[src/rtl/nn_layer_sequencer.sv]
// rtl/nn_layer_sequencer.sv - one fully connected layer on a single time-multiplexed MAC
// Optional feature macro: LAYER_SAT_EN (saturating narrow of the pre-activation).
module nn_layer_sequencer #(
    parameter int N_IN  = 2,
    parameter int N_OUT = 2,
    parameter int W     = 8,
    parameter int FRAC  = 4,
    parameter int ACC_W = 20,
    localparam int IW   = (N_IN > 1) ? $clog2(N_IN) : 1,
    localparam int WAW  = (N_IN * N_OUT > 1) ? $clog2(N_IN * N_OUT) : 1,
    localparam int JW   = (N_OUT > 1) ? $clog2(N_OUT) : 1
) (
    input  logic           clk,
    input  logic           rst,
    input  logic           start,
    output logic           busy,
    output logic           done,
    output logic [IW-1:0]  in_addr,
    input  logic [W-1:0]   in_data,
    output logic [WAW-1:0] w_addr,
    input  logic [W-1:0]   w_data,
    output logic [JW-1:0]  b_addr,
    input  logic [W-1:0]   b_data,
    output logic           rd_en,
    output logic [W-1:0]   act_z,
    input  logic [W-1:0]   act_a,
    output logic           out_we,
    output logic [JW-1:0]  out_addr,
    output logic [W-1:0]   out_data
);

`ifdef LAYER_SAT_EN
    localparam bit SAT_EN = 1'b1;
`else
    localparam bit SAT_EN = 1'b0;
`endif

    typedef enum logic [2:0] {S_IDLE, S_RUN, S_DRAIN, S_ACT, S_DONE} state_t;

    state_t                  state;
    logic [IW-1:0]           i;
    logic [JW-1:0]           j;
    logic                    v;
    logic signed [ACC_W-1:0] acc;
    logic [W-1:0]            z_reg;

    logic signed [2*W-1:0]   prod_sh;
    logic signed [ACC_W-1:0] prod_ext;
    logic signed [ACC_W-1:0] b_ext;
    logic signed [ACC_W-1:0] sum;
    logic [ACC_W-W:0]        sum_hi;
    logic                    ovf;
    logic [W-1:0]            sat_val;
    logic [W-1:0]            narrowed;

    // Arithmetic shift of the full-width product floors toward minus infinity.
    assign prod_sh  = ($signed(in_data) * $signed(w_data)) >>> FRAC;
    assign prod_ext = ACC_W'(prod_sh);
    assign b_ext    = ACC_W'($signed(b_data));
    assign sum      = acc + prod_ext + b_ext;

    // Out of range when the bits above the W-bit sign position disagree.
    assign sum_hi   = sum[ACC_W-1:W-1];
    assign ovf      = !((&sum_hi) || !(|sum_hi));
    assign sat_val  = sum[ACC_W-1] ? {1'b1, {(W-1){1'b0}}} : {1'b0, {(W-1){1'b1}}};
    assign narrowed = (SAT_EN && ovf) ? sat_val : sum[W-1:0];

    assign in_addr  = i;
    assign w_addr   = WAW'(int'(j) * N_IN + int'(i));
    assign b_addr   = j;
    assign out_addr = j;
    assign act_z    = z_reg;
    assign out_data = out_we ? act_a : '0;

    always_ff @(posedge clk or negedge rst) begin
        if (!rst) begin
            state  <= S_IDLE;
            i      <= '0;
            j      <= '0;
            v      <= 1'b0;
            acc    <= '0;
            z_reg  <= '0;
            busy   <= 1'b0;
            done   <= 1'b0;
            rd_en  <= 1'b0;
            out_we <= 1'b0;
        end else begin
            v <= (state == S_RUN);
            case (state)
                S_IDLE: begin
                    if (start) begin
                        state <= S_RUN;
                        i     <= '0;
                        j     <= '0;
                        acc   <= '0;
                        busy  <= 1'b1;
                        rd_en <= 1'b1;
                    end
                end
                S_RUN: begin
                    // Data returning now belongs to the previous cycle's issue.
                    if (v) acc <= acc + prod_ext;
                    if (i == IW'(N_IN - 1)) begin
                        state <= S_DRAIN;
                        rd_en <= 1'b0;
                    end else begin
                        i <= i + 1'b1;
                    end
                end
                S_DRAIN: begin
                    z_reg  <= narrowed;
                    acc    <= '0;
                    out_we <= 1'b1;
                    state  <= S_ACT;
                end
                S_ACT: begin
                    out_we <= 1'b0;
                    if (j == JW'(N_OUT - 1)) begin
                        state <= S_DONE;
                        done  <= 1'b1;
                    end else begin
                        j     <= j + 1'b1;
                        i     <= '0;
                        rd_en <= 1'b1;
                        state <= S_RUN;
                    end
                end
                S_DONE: begin
                    done  <= 1'b0;
                    busy  <= 1'b0;
                    state <= S_IDLE;
                end
                default: state <= S_IDLE;
            endcase
        end
    end

endmodule

[config.mk]
export PLATFORM = sky130hd
export DESIGN_NAME = nn_layer_sequencer
export DESIGN_NICKNAME = d
export VERILOG_FILES = /design/src/rtl/nn_layer_sequencer.sv
export SDC_FILE = /design/constraint.sdc
export NUM_CORES = 1
export LEC_CHECK = 0
export CORE_ASPECT_RATIO = 1.4
export CORE_MARGIN = 5
export CORE_UTILIZATION = 59
export DETAILED_ROUTE_END_ITERATION = 8
export PLACE_DENSITY = 0.9
export SLEW_MARGIN = 0
export SYNTH_ARGS = -nofsm -noshare
export SYNTH_HDL_FRONTEND = slang
export SYNTH_SLANG_ARGS = --single-unit
export TNS_END_PERCENT = 30
[constraint.sdc]
create_clock -name clk -period 7.7 [get_ports clk]
set_input_delay 1.54 -clock clk [delete_from_list [all_inputs] [get_ports clk]]
set_output_delay 1.54 -clock clk [all_outputs]
set_load 0.01 [all_outputs]
Yosys cells after proc, flatten, opt, wreduce, memory -nomap -nowiden:

Cells that the tools add are included.

* logic and storage cells: 61
* bits in registers: 38
* input port bits: 35
* output and inout port bits: 25

* equality and inequality tests: 9
* mux-type cells: 22
* add/sub/neg operators: 5
* reduce and logical (&&, ||, !) cells: 14
* $mul: 1

Operator list (count)
* case mux 20 bit (3 select lines): 1
* two-way mux 20 bit: 2
* adder 20 x 12 -> 20 bit: 1
* multiplier 8 x 8 -> 16 bit: 1
* case mux 3 bit (4 select lines): 1
* inequality test 2 bit, second input constant: 5
* two-way mux 3 bit: 3
* adder 8 bit: 1
* two-way mux 1 bit: 8
* two-way mux 8 bit: 1
* case mux 1 bit (2 select lines): 4
* AND reduction 2 bit: 4
* nonzero test 2 bit: 4
* equality test 3 x 2 -> 1 bit, second input constant: 2
* case mux 1 bit (3 select lines): 2
* AND reduction 3 bit: 2
* nonzero test 3 bit: 2
* AND reduction 4 bit: 1
* equality test 3 x 1 -> 1 bit, second input constant: 1
* equality test 3 bit, second input constant: 1
* logical NOT 3 bit: 1
* adder 1 bit, second input constant: 2
* adder 2 x 1 -> 2 bit: 1

Depth between registers and ports, before layout:

Gate-level depths: netlist of the first run.

* word-level depth: 4
* mapped depth: 29

Least setup slack after synthesis of the first run:

No wires, ideal clock.

* path type: input -> register
* start point: input port w_data[4]
* end point: register z_reg[7], in the netlist act_z[7]
* stages on the path: 22
* data arrival time: 6.630 ns
* path buffers: 1
* required time: 7.568 ns
* slack: 0.938 ns
* path through: buf_2 > and2_1 > fa_1 > inv_1 > fa_1 > inv_1 > fa_1 > inv_1 > fa_1 > inv_1 > ha_1 > and3_1 > a2111oi_2 > xnor2_1 > ha_1 > xnor2_1 > ha_1 > or3_1 > o211ai_1 > xnor2_1 > xnor2_1 > o21ai_1

* cells in the longest elaborated chain, start to end: 3

Ends and longest elaborated chain
* start: declaration: line 21 `input logic [W-1:0] w_data,`
* multiplier 8 x 8 -> 16 bit: line 57 `assign prod_sh = ($signed(in_data) * $signed(w_data)) >>> FRAC;`
* adder 20 x 12 -> 20 bit
* adder 8 bit: line 60 `assign sum = acc + prod_ext + b_ext;`
* end signal: assignment: line 111 `z_reg <= narrowed;`
* end: declaration: line 45 `logic [W-1:0] z_reg;`

No other way between the ends.
A chain may end at the register's enable or synchronous reset.

Worst setup path in the final report of the first run:

Same ends and word-level chain as after synthesis.

==> results of run 1 <==
[synth_stat cells (5+ instances only)]
cell type / count
a22o_1: 8
a21o_1: 6
ha_1: 37
nor2b_1: 5
xnor2_1: 23
nand2b_1: 6
inv_1: 65
nand2_1: 45
o21ai_0: 15
and2_1: 37
dfrtp_1: 26
nor2_1: 18
clkbuf_1: 8
fa_1: 38
a21oi_1: 14
[critical path: stages]
cell and delay [ns]:
clkdlybuf4s50_1 0.56, and2_1 0.24, fa_1 0.55, inv_1 0.06
fa_1 0.49, inv_1 0.06, fa_1 0.53, inv_1 0.05
fa_1 0.53, inv_1 0.04, ha_1 0.33, and3_1 0.17
a2111oi_2 0.48, xnor2_1 0.18, ha_1 0.28, xnor2_1 0.23
ha_1 0.30, or3_1 0.36, o211ai_1 0.10, xnor2_1 0.16
xnor2_1 0.14, o21ai_1 0.07
[power by group]
part / switching (W) / total, W / internal (W)
sequential: 0.0000603 / 0.000259 / 0.000198
clock: 0.0000460 / 0.000116 / 0.0000697
combinational: 0.000815 / 0.00161 / 0.000792
total: 0.000921 / 0.00198 / 0.00106
[logic make-up (layout without fill, tap and decap cells)]
group | count (synthesis) | after routing | synth area share, %
AO/OA/AOI/OAI | 54 | 54 | 10.16
XOR/XNOR | 29 | 29 | 8.664
adder cells (fa/ha/maj) | 75 | 75 | 35.60
buffers and inverters | 78 | 131 | 8.991
flip-flops | 26 | 26 | 18.93
AND/OR/NAND/NOR | 122 | 122 | 17.66
[layout make-up]
type | count | share of cell area, %
Clock buffer | 3 | 0.9964
Clock inverter | 1 | 0.7246
Multi-Input combinational cell | 280 | 59.78
Timing Repair Buffer | 62 | 14.79
Sequential cell | 26 | 15.70
Tap cell | 70 | 2.114
Inverter | 65 | 5.888
[flip-flops by register name, indices dropped and copies added (netlist names)]
name     count
acc          8
act_z        8
state        3
b_addr       1
busy         1
done         1
in_addr      1
out_we       1
rd_en        1
v            1
[metal layers]
layer,up-vias,share of wire [%],track usage [%]
li1,1303,-,-
met1,1358,38,22.89
met2,85,56,43.33
met3,18,4.4,2.605
met4,0,2.4,7.397
met5,-,0,0
[how the worst max path moves through the flow]
| stage | start | end | cells after the start |
|---|---|---|---|
| floorplan | w_data[4] | act_z[7] | 22 |
| finish | w_data[4] | act_z[7] | 22 |
| global route | w_data[4] | act_z[7] | 25 |
| detailed placement | w_data[4] | act_z[7] | 22 |
| CTS | in_data[0] | act_z[7] | 21 |
| global placement | in_data[0] | act_z[7] | 21 |
[per-stage QoR]
step                      power [W]  worst slack [ns]  instance area (um^2)  instances  hold slack (ns)
after global placement     0.001780            0.2730                  4073        503           0.4611
after global routing       0.002222           0.06635                  4144        507           0.5287
after CTS                  0.001998            0.3662                  4144        507           0.4841
after floorplan            0.001491            0.9381                  3437        384           0.4800
after detailed placement   0.001857           0.07856                  4073        503           0.4619
final                      0.001981            0.3956                  4144        507           0.4795
==> impl_metrics.toml, run 1 <==
[drt]
routed_wl_um = 7469
vias = 2764
wl_per_cell_um = 14.73
drcViolationCount = 0
drtIter0Drc = 51
vias_per_cell = 5.452
drtPass1Iterations = 4
ant_nets = 0

[power_and_ir_drop]
p_leak_nw = 2.033
powerDensity_mw_per_mm2 = 478.1
ir_worst_vdd_mv = 0.4044

[global_route]
grt_usage_pct = 21.98
grt_pass1_wl_um = 13010
overflow = 0
grt_max_degree = 27
grt_pass1_vias = 3110
antenna_found_initial = 0

[critical_path]
worst-endpoint-required_ns = 7.87
crit_type = "in -> reg"
cp_max_fo = 8
r2r_cells = 15
critPathArrivalTime_ns = 7.47
start_kind = "input pin"
rr_startpoint = "acc[0]"
reg2reg_slack_ns = 4.68
reg2reg_to = "act_z[7]"
endpoint_kind = "register"

[floorplanning]
row_count = 33
start_util_pct = 59.46
coreArea_mm2 = 0.005781
die_h_um = 100.3
io_pins = 60
die_area_mm2 = 0.007474
die_x_um = 74.51

[synthesis]
syn_area_per_cell_um2 = 8.951
synth.largest_area_cell = "fa_1"
yosysUniqueCellTypes = 37
synth_seq_cells = 26
synth_flop_cell = "dfrtp_1"
ys_seq_area_share_pct = 18.93
synth_fp_nets = 494
syn_area_mm2 = 0.003437
ys_top_cells_by_area = "fa_1 (22%), dfrtp_1 (19%), ha_1 (13%)"
synth_edf_count = 0
yosysWarnings = 0
async_reset_ff_share_pct = 100.0
synth_top_area_share_pct = 22.13
syn_inst = 384

[hold_path]
hold_start = "act_z[0]"
min_path_cells = 2
min_to = "act_z[0]"
hold_class = "reg -> reg"

[final_layout]
multi_input_area_mm2 = 0.002477
area_growth_syn_to_layout_pct = 20.57
fin_nets = 548
fin_util_pct = 71.69
layout_common_cells = "inv_1 (65), clkdlybuf4s50_1 (59), nand2_1 (45)"
fillerInstances = 469
regArea_um2 = 650.6
final_common_cell = "inv_1"
drive_above_1_share_pct = 2.288
antenna_cells = 0

[timing]
fin_worst_skew_ns = 0.001809
drv_slew = 0
finalCritPeriodShare_pct = 94.86
post-route-min-period_ns = 7.304
worst_pin_slew_ns = 0.4494
setup_viol = 0
fin_setup_tns_ns = 0
hold_violations = 0
slew_headroom_pct = 69.65
rsz0062_at_grt = "false"
max_freq_ghz = 0.1369

[cts]
cts_buffers = 3
cts_setup_buffers = 0
root_buffer = "clkbuf_8"
cts_resized = 0
cts_tree = "built"
cts.reportedPaths.clkPinSlew_ns = 0.09
clockBufferDepth = 2
cts_sinks = 26
htree_levels = 1
hold_buffers = 0
insertion_delay_ns = 0.28

[flow_run]
maxCapViolCount = 0

[place]
hpwl_um = 6455
gp_congestion = 0.8488
portBuffers = 59

[run_status]
status = "completed"
No activity file was read; power rests on OpenSTA's default activity.
==> inputs of run 2 (changes only) <==
--- a/config.mk
+++ b/config.mk
@@ -5,7 +5,7 @@
 export SDC_FILE = /design/constraint.sdc
 export NUM_CORES = 1
 export LEC_CHECK = 0
-export CORE_ASPECT_RATIO = 1.4
+export CORE_ASPECT_RATIO = 2
 export CORE_MARGIN = 5
 export CORE_UTILIZATION = 59
 export DETAILED_ROUTE_END_ITERATION = 8
==> impl_metrics.toml, run 2 (synthesis gave the netlist of run 1 again) <==
[cts]
hold_buffers = 0
cts_sinks = 26
cts_tree = "built"
cts_buffers = 3
htree_levels = 1
clockBufferDepth = 2
insertion_delay_ns = 0.27
cts_setup_buffers = 0
cts.reportedPaths.clkPinSlew_ns = 0.07
root_buffer = "clkbuf_16"

[timing]
hold_violations = 0
fin_setup_tns_ns = 0
rsz0062_at_grt = "false"
setup_viol = 0
worst_pin_slew_ns = 0.4255
finalCritPeriodShare_pct = 95.74
slew_headroom_pct = 71.26
drv_slew = 0
post-route-min-period_ns = 7.372
max_freq_ghz = 0.1357
fin_worst_skew_ns = 0.007290

[floorplanning]
row_count = 39
start_util_pct = 60.20
die_h_um = 117.9
io_pins = 60
die_x_um = 63.97
die_area_mm2 = 0.007545
coreArea_mm2 = 0.005709

[global_route]
grt_max_degree = 27
overflow = 0
grt_pass1_wl_um = 14290
antenna_found_initial = 0
grt_pass1_vias = 3307
grt_usage_pct = 23.34

[critical_path]
start_kind = "input pin"
cp_max_fo = 8
worst-endpoint-required_ns = 7.85
crit_type = "in -> reg"
critPathArrivalTime_ns = 7.52
endpoint_kind = "register"

[place]
portBuffers = 59
dp.cells = 494
gp_congestion = 0.8352
hpwl_um = 6800

[final_layout]
final_cells = 498
final_common_cell = "inv_1"
drive_above_1_share_pct = 2.288
area_growth_syn_to_layout_pct = 20.75
layout_common_cells = "inv_1 (65), clkdlybuf4s50_1 (59), nand2_1 (45)"
fin_nets = 548
antenna_cells = 0

[power_and_ir_drop]
ir_worst_vdd_mv = 0.5267
powerDensity_mw_per_mm2 = 491.0
p_leak_nw = 2.041

[drt]
vias = 2779
wl_per_cell_um = 16.21
drtIter0Drc = 90
ant_nets = 0
routed_wl_um = 8072
drcViolationCount = 0
drtPass1Iterations = 4
vias_per_cell = 5.580

[run_status]
status = "completed"

[flow_run]
maxCapViolCount = 0

[hold_path]
hold_class = "reg -> reg"
==> run 2: final cells by class <==
cell class | instances | area [um^2]
clock buffers | 4 | 88.84
fillers | 431 | 1559
inverters | 65 | 244.0
multi-input cells | 280 | 2477
flip-flops and latches | 26 | 650.6
well taps | 61 | 76.32
repair buffers | 62 | 613.1
==> run 2: power breakdown <==
group	switching, W	internal (W)	total, W
clock	0.0000505	0.0000797	0.000130
combinational	0.000853	0.000795	0.00165
sequential	0.0000600	0.000199	0.000259
==> run 2: routing by layer <==
layer  up-vias  track usage (%)  part of all wire, %
li1       1306                -                    -
met1      1345            21.86                   32
met2        97            44.84                   58
met3        31            4.107                  4.8
met4         0            12.35                  4.9
met5         -                0                    0
==> run 2: worst paths after layout <==
kind | startpoint | to | slack [ns] | cells past startpoint
setup reg to reg | acc[0] | act_z[7] | 4.67 | 15
setup / recovery | w_data[4] | act_z[7] | 0.33 | 22
hold / removal | act_z[0] | act_z[0] | 0.48 | 2
hold reg to reg | act_z[0] | act_z[0] | 0.48 | 2
max in group asynchronous | rst | act_z[6] | 5.80 | 2
min in group asynchronous | rst | out_we | 1.64 | 2
==> run 2: timing repair <==
action,in CTS,in global routing
gates resized for setup,0,1
setup endpoints to repair,0,1
hold endpoints to repair,0,0
==> run 2: metrics by stage <==
step	total power, W	hold slack (ns)	utilization (%)	instance area [um^2]	setup WS, ns
after floorplan	0.001491	0.4800	-	3437	0.9381
after global placement	0.001787	0.4638	71.14	4061	0.2673
after detailed placement	0.001865	0.4742	71.14	4061	0.09413
after CTS	0.002039	0.4900	72.69	4150	0.3364
after global routing	0.002261	0.5222	72.69	4150	0.03733
final	0.002038	0.4830	72.69	4150	0.3282
==> run 2: critical path: stages <==
cell and delay, ns:
clkdlybuf4s50_1 0.57, and2_1 0.24, fa_1 0.54, inv_1 0.05, fa_1 0.49, inv_1 0.06
fa_1 0.54, inv_1 0.06, fa_1 0.53, inv_1 0.04, ha_1 0.33, and3_1 0.17
a2111oi_2 0.45, xnor2_1 0.18, ha_1 0.29, xnor2_1 0.27, ha_1 0.32, or3_1 0.35
o211ai_1 0.11, xnor2_1 0.17, xnor2_1 0.14, o21ai_1 0.07
==> inputs of run 3 (changes only) <==
--- a/config.mk
+++ b/config.mk
@@ -10,6 +10,7 @@
 export CORE_UTILIZATION = 59
 export DETAILED_ROUTE_END_ITERATION = 8
 export PLACE_DENSITY = 0.9
+export SETUP_SLACK_MARGIN = 0.4
 export SLEW_MARGIN = 0
 export SYNTH_ARGS = -nofsm -noshare
 export SYNTH_HDL_FRONTEND = slang
==> impl_metrics.toml, run 3 (synthesis gave the netlist of run 1 again) <==
[critical_path]
critPathArrivalTime_ns = 7.24
endpoint_kind = "register"
slowest_delay_ns = 0.54
cp_num_buf_inv = 6
critPathSlowestCell = "fa_1"
worst-endpoint-required_ns = 7.85
start_kind = "input pin"
cp_max_fo = 5
crit_type = "in -> reg"
critical_path.top_delay_family = "adder cells"

[power_and_ir_drop]
ir_worst_vdd_mv = 0.5318
p_leak_nw = 2.194
powerDensity_mw_per_mm2 = 518.5

[timing]
drv_slew = 0
hold_violations = 0
fin_setup_tns_ns = 0
setup_viol = 0
rsz0062_at_grt = "false"
max_freq_ghz = 0.1410
slew_headroom_pct = 72.20
fin_worst_skew_ns = 0.006240
worst_pin_slew_ns = 0.4117
setup_ws_ns = 0.6093
post-route-min-period_ns = 7.091
finalCritPeriodShare_pct = 92.09

[cts]
htree_levels = 1
cts_sinks = 26
hold_buffers = 0
cts_buffers = 3
insertion_delay_ns = 0.27
clockBufferDepth = 2
root_buffer = "clkbuf_16"
cts_tree = "built"
cts.reportedPaths.clkPinSlew_ns = 0.07

[final_layout]
fin_nets = 551
drive_above_1_share_pct = 5.227
antenna_cells = 0
layout_common_cells = "inv_1 (65), nand2_1 (45), clkdlybuf4s50_1 (45)"
fillerInstances = 397
final_common_cell = "inv_1"
area_growth_syn_to_layout_pct = 24.68

[drt]
routed_wl_um = 8565
drcViolationCount = 0
drtIter0Drc = 129
ant_nets = 0
vias = 2838
drtPass1Iterations = 4
vias_per_cell = 5.665
wl_per_cell_um = 17.10

[floorplanning]
start_util_pct = 60.20
die_area_mm2 = 0.007545
coreArea_mm2 = 0.005709
die_h_um = 117.9
die_x_um = 63.97
io_pins = 60
row_count = 39

[place]
portBuffers = 59
hpwl_um = 6800
gp_congestion = 0.8352
pre_cts_slack_ns = 0.09413

[global_route]
antenna_found_initial = 0
grt_pass1_wl_um = 14480
overflow = 0
grt_pass1_vias = 3330
grt_max_degree = 27
grt_usage_pct = 23.81

[flow_run]
maxCapViolCount = 0

[hold_path]
hold_class = "reg -> reg"

[run_status]
status = "completed"
==> run 3: path summary, 6_finish.rpt <==
path	slack (ns)	cells past startpoint	end	from
max in group asynchronous	5.80	2	acc[7]	rst
hold / removal	0.49	2	act_z[0]	act_z[0]
hold reg to reg	0.49	2	act_z[0]	act_z[0]
min in group asynchronous	1.64	2	out_we	rst
setup / recovery	0.61	25	act_z[7]	in_data[7]
setup reg to reg	4.69	15	act_z[7]	acc[0]
==> run 3: layer usage <==
layer | wire, um | up-vias | track usage, %
li1 | - | 1308 | -
met4 | 450 | 0 | 12.87
met2 | 5028 | 106 | 46.10
met1 | 2698 | 1385 | 21.99
met3 | 388 | 39 | 3.916
met5 | 0 | - | 0
==> run 3: metrics by stage <==
stage / cell area (um^2) / util, % / total power [W] / cells / hold slack (ns)
2_1_floorplan: 3437 / - / 0.001491 / 384 / 0.4800
3_3_place_gp: 4061 / 71.14 / 0.001787 / 494 / 0.4638
3_5_place_dp: 4061 / 71.14 / 0.001865 / 494 / 0.4742
4_1_cts: 4169 / 73.02 / 0.002066 / 498 / 0.4900
5_1_grt: 4285 / 75.06 / 0.002445 / 501 / 0.5222
6_report: 4285 / 75.06 / 0.002222 / 501 / 0.4868
==> run 3: layout make-up <==
class                   count  area (um^2)  share of cell area (%)
multi-input cells         280         2559                   59.71
flip-flops and latches     26        650.6                   15.18
inverters                  65        244.0                   5.693
clock buffers               4        88.84                   2.073
repair buffers             65        666.9                   15.56
well taps                  61        76.32                   1.781
==> run 3: what timing repair did <==
| action | in CTS | in global routing |
|---|---|---|
| gates resized for setup | 3 | 24 |
| endpoints found under the hold margin | 0 | 0 |
| setup buffers | 0 | 3 |
| gates cloned | 0 | 0 |
| pin swaps | 0 | 7 |
| setup endpoints to repair | 1 | 2 |
==> run 3: report_power, final <==
group	switching [W]	internal, W	total [W]
sequential	0.0000598	0.000199	0.000259
combinational	0.000928	0.000906	0.00183
clock	0.0000500	0.0000797	0.000130
total	0.00104	0.00118	0.00222
==> run 3: worst min-delay path: cells and delay by family, from the launching register on <==
| family | cells | cell delay [ns] |
|---|---|---|
| flip-flops | 1 | 0.35 |
| AND/OR/NAND/NOR | 2 | 0.11 |
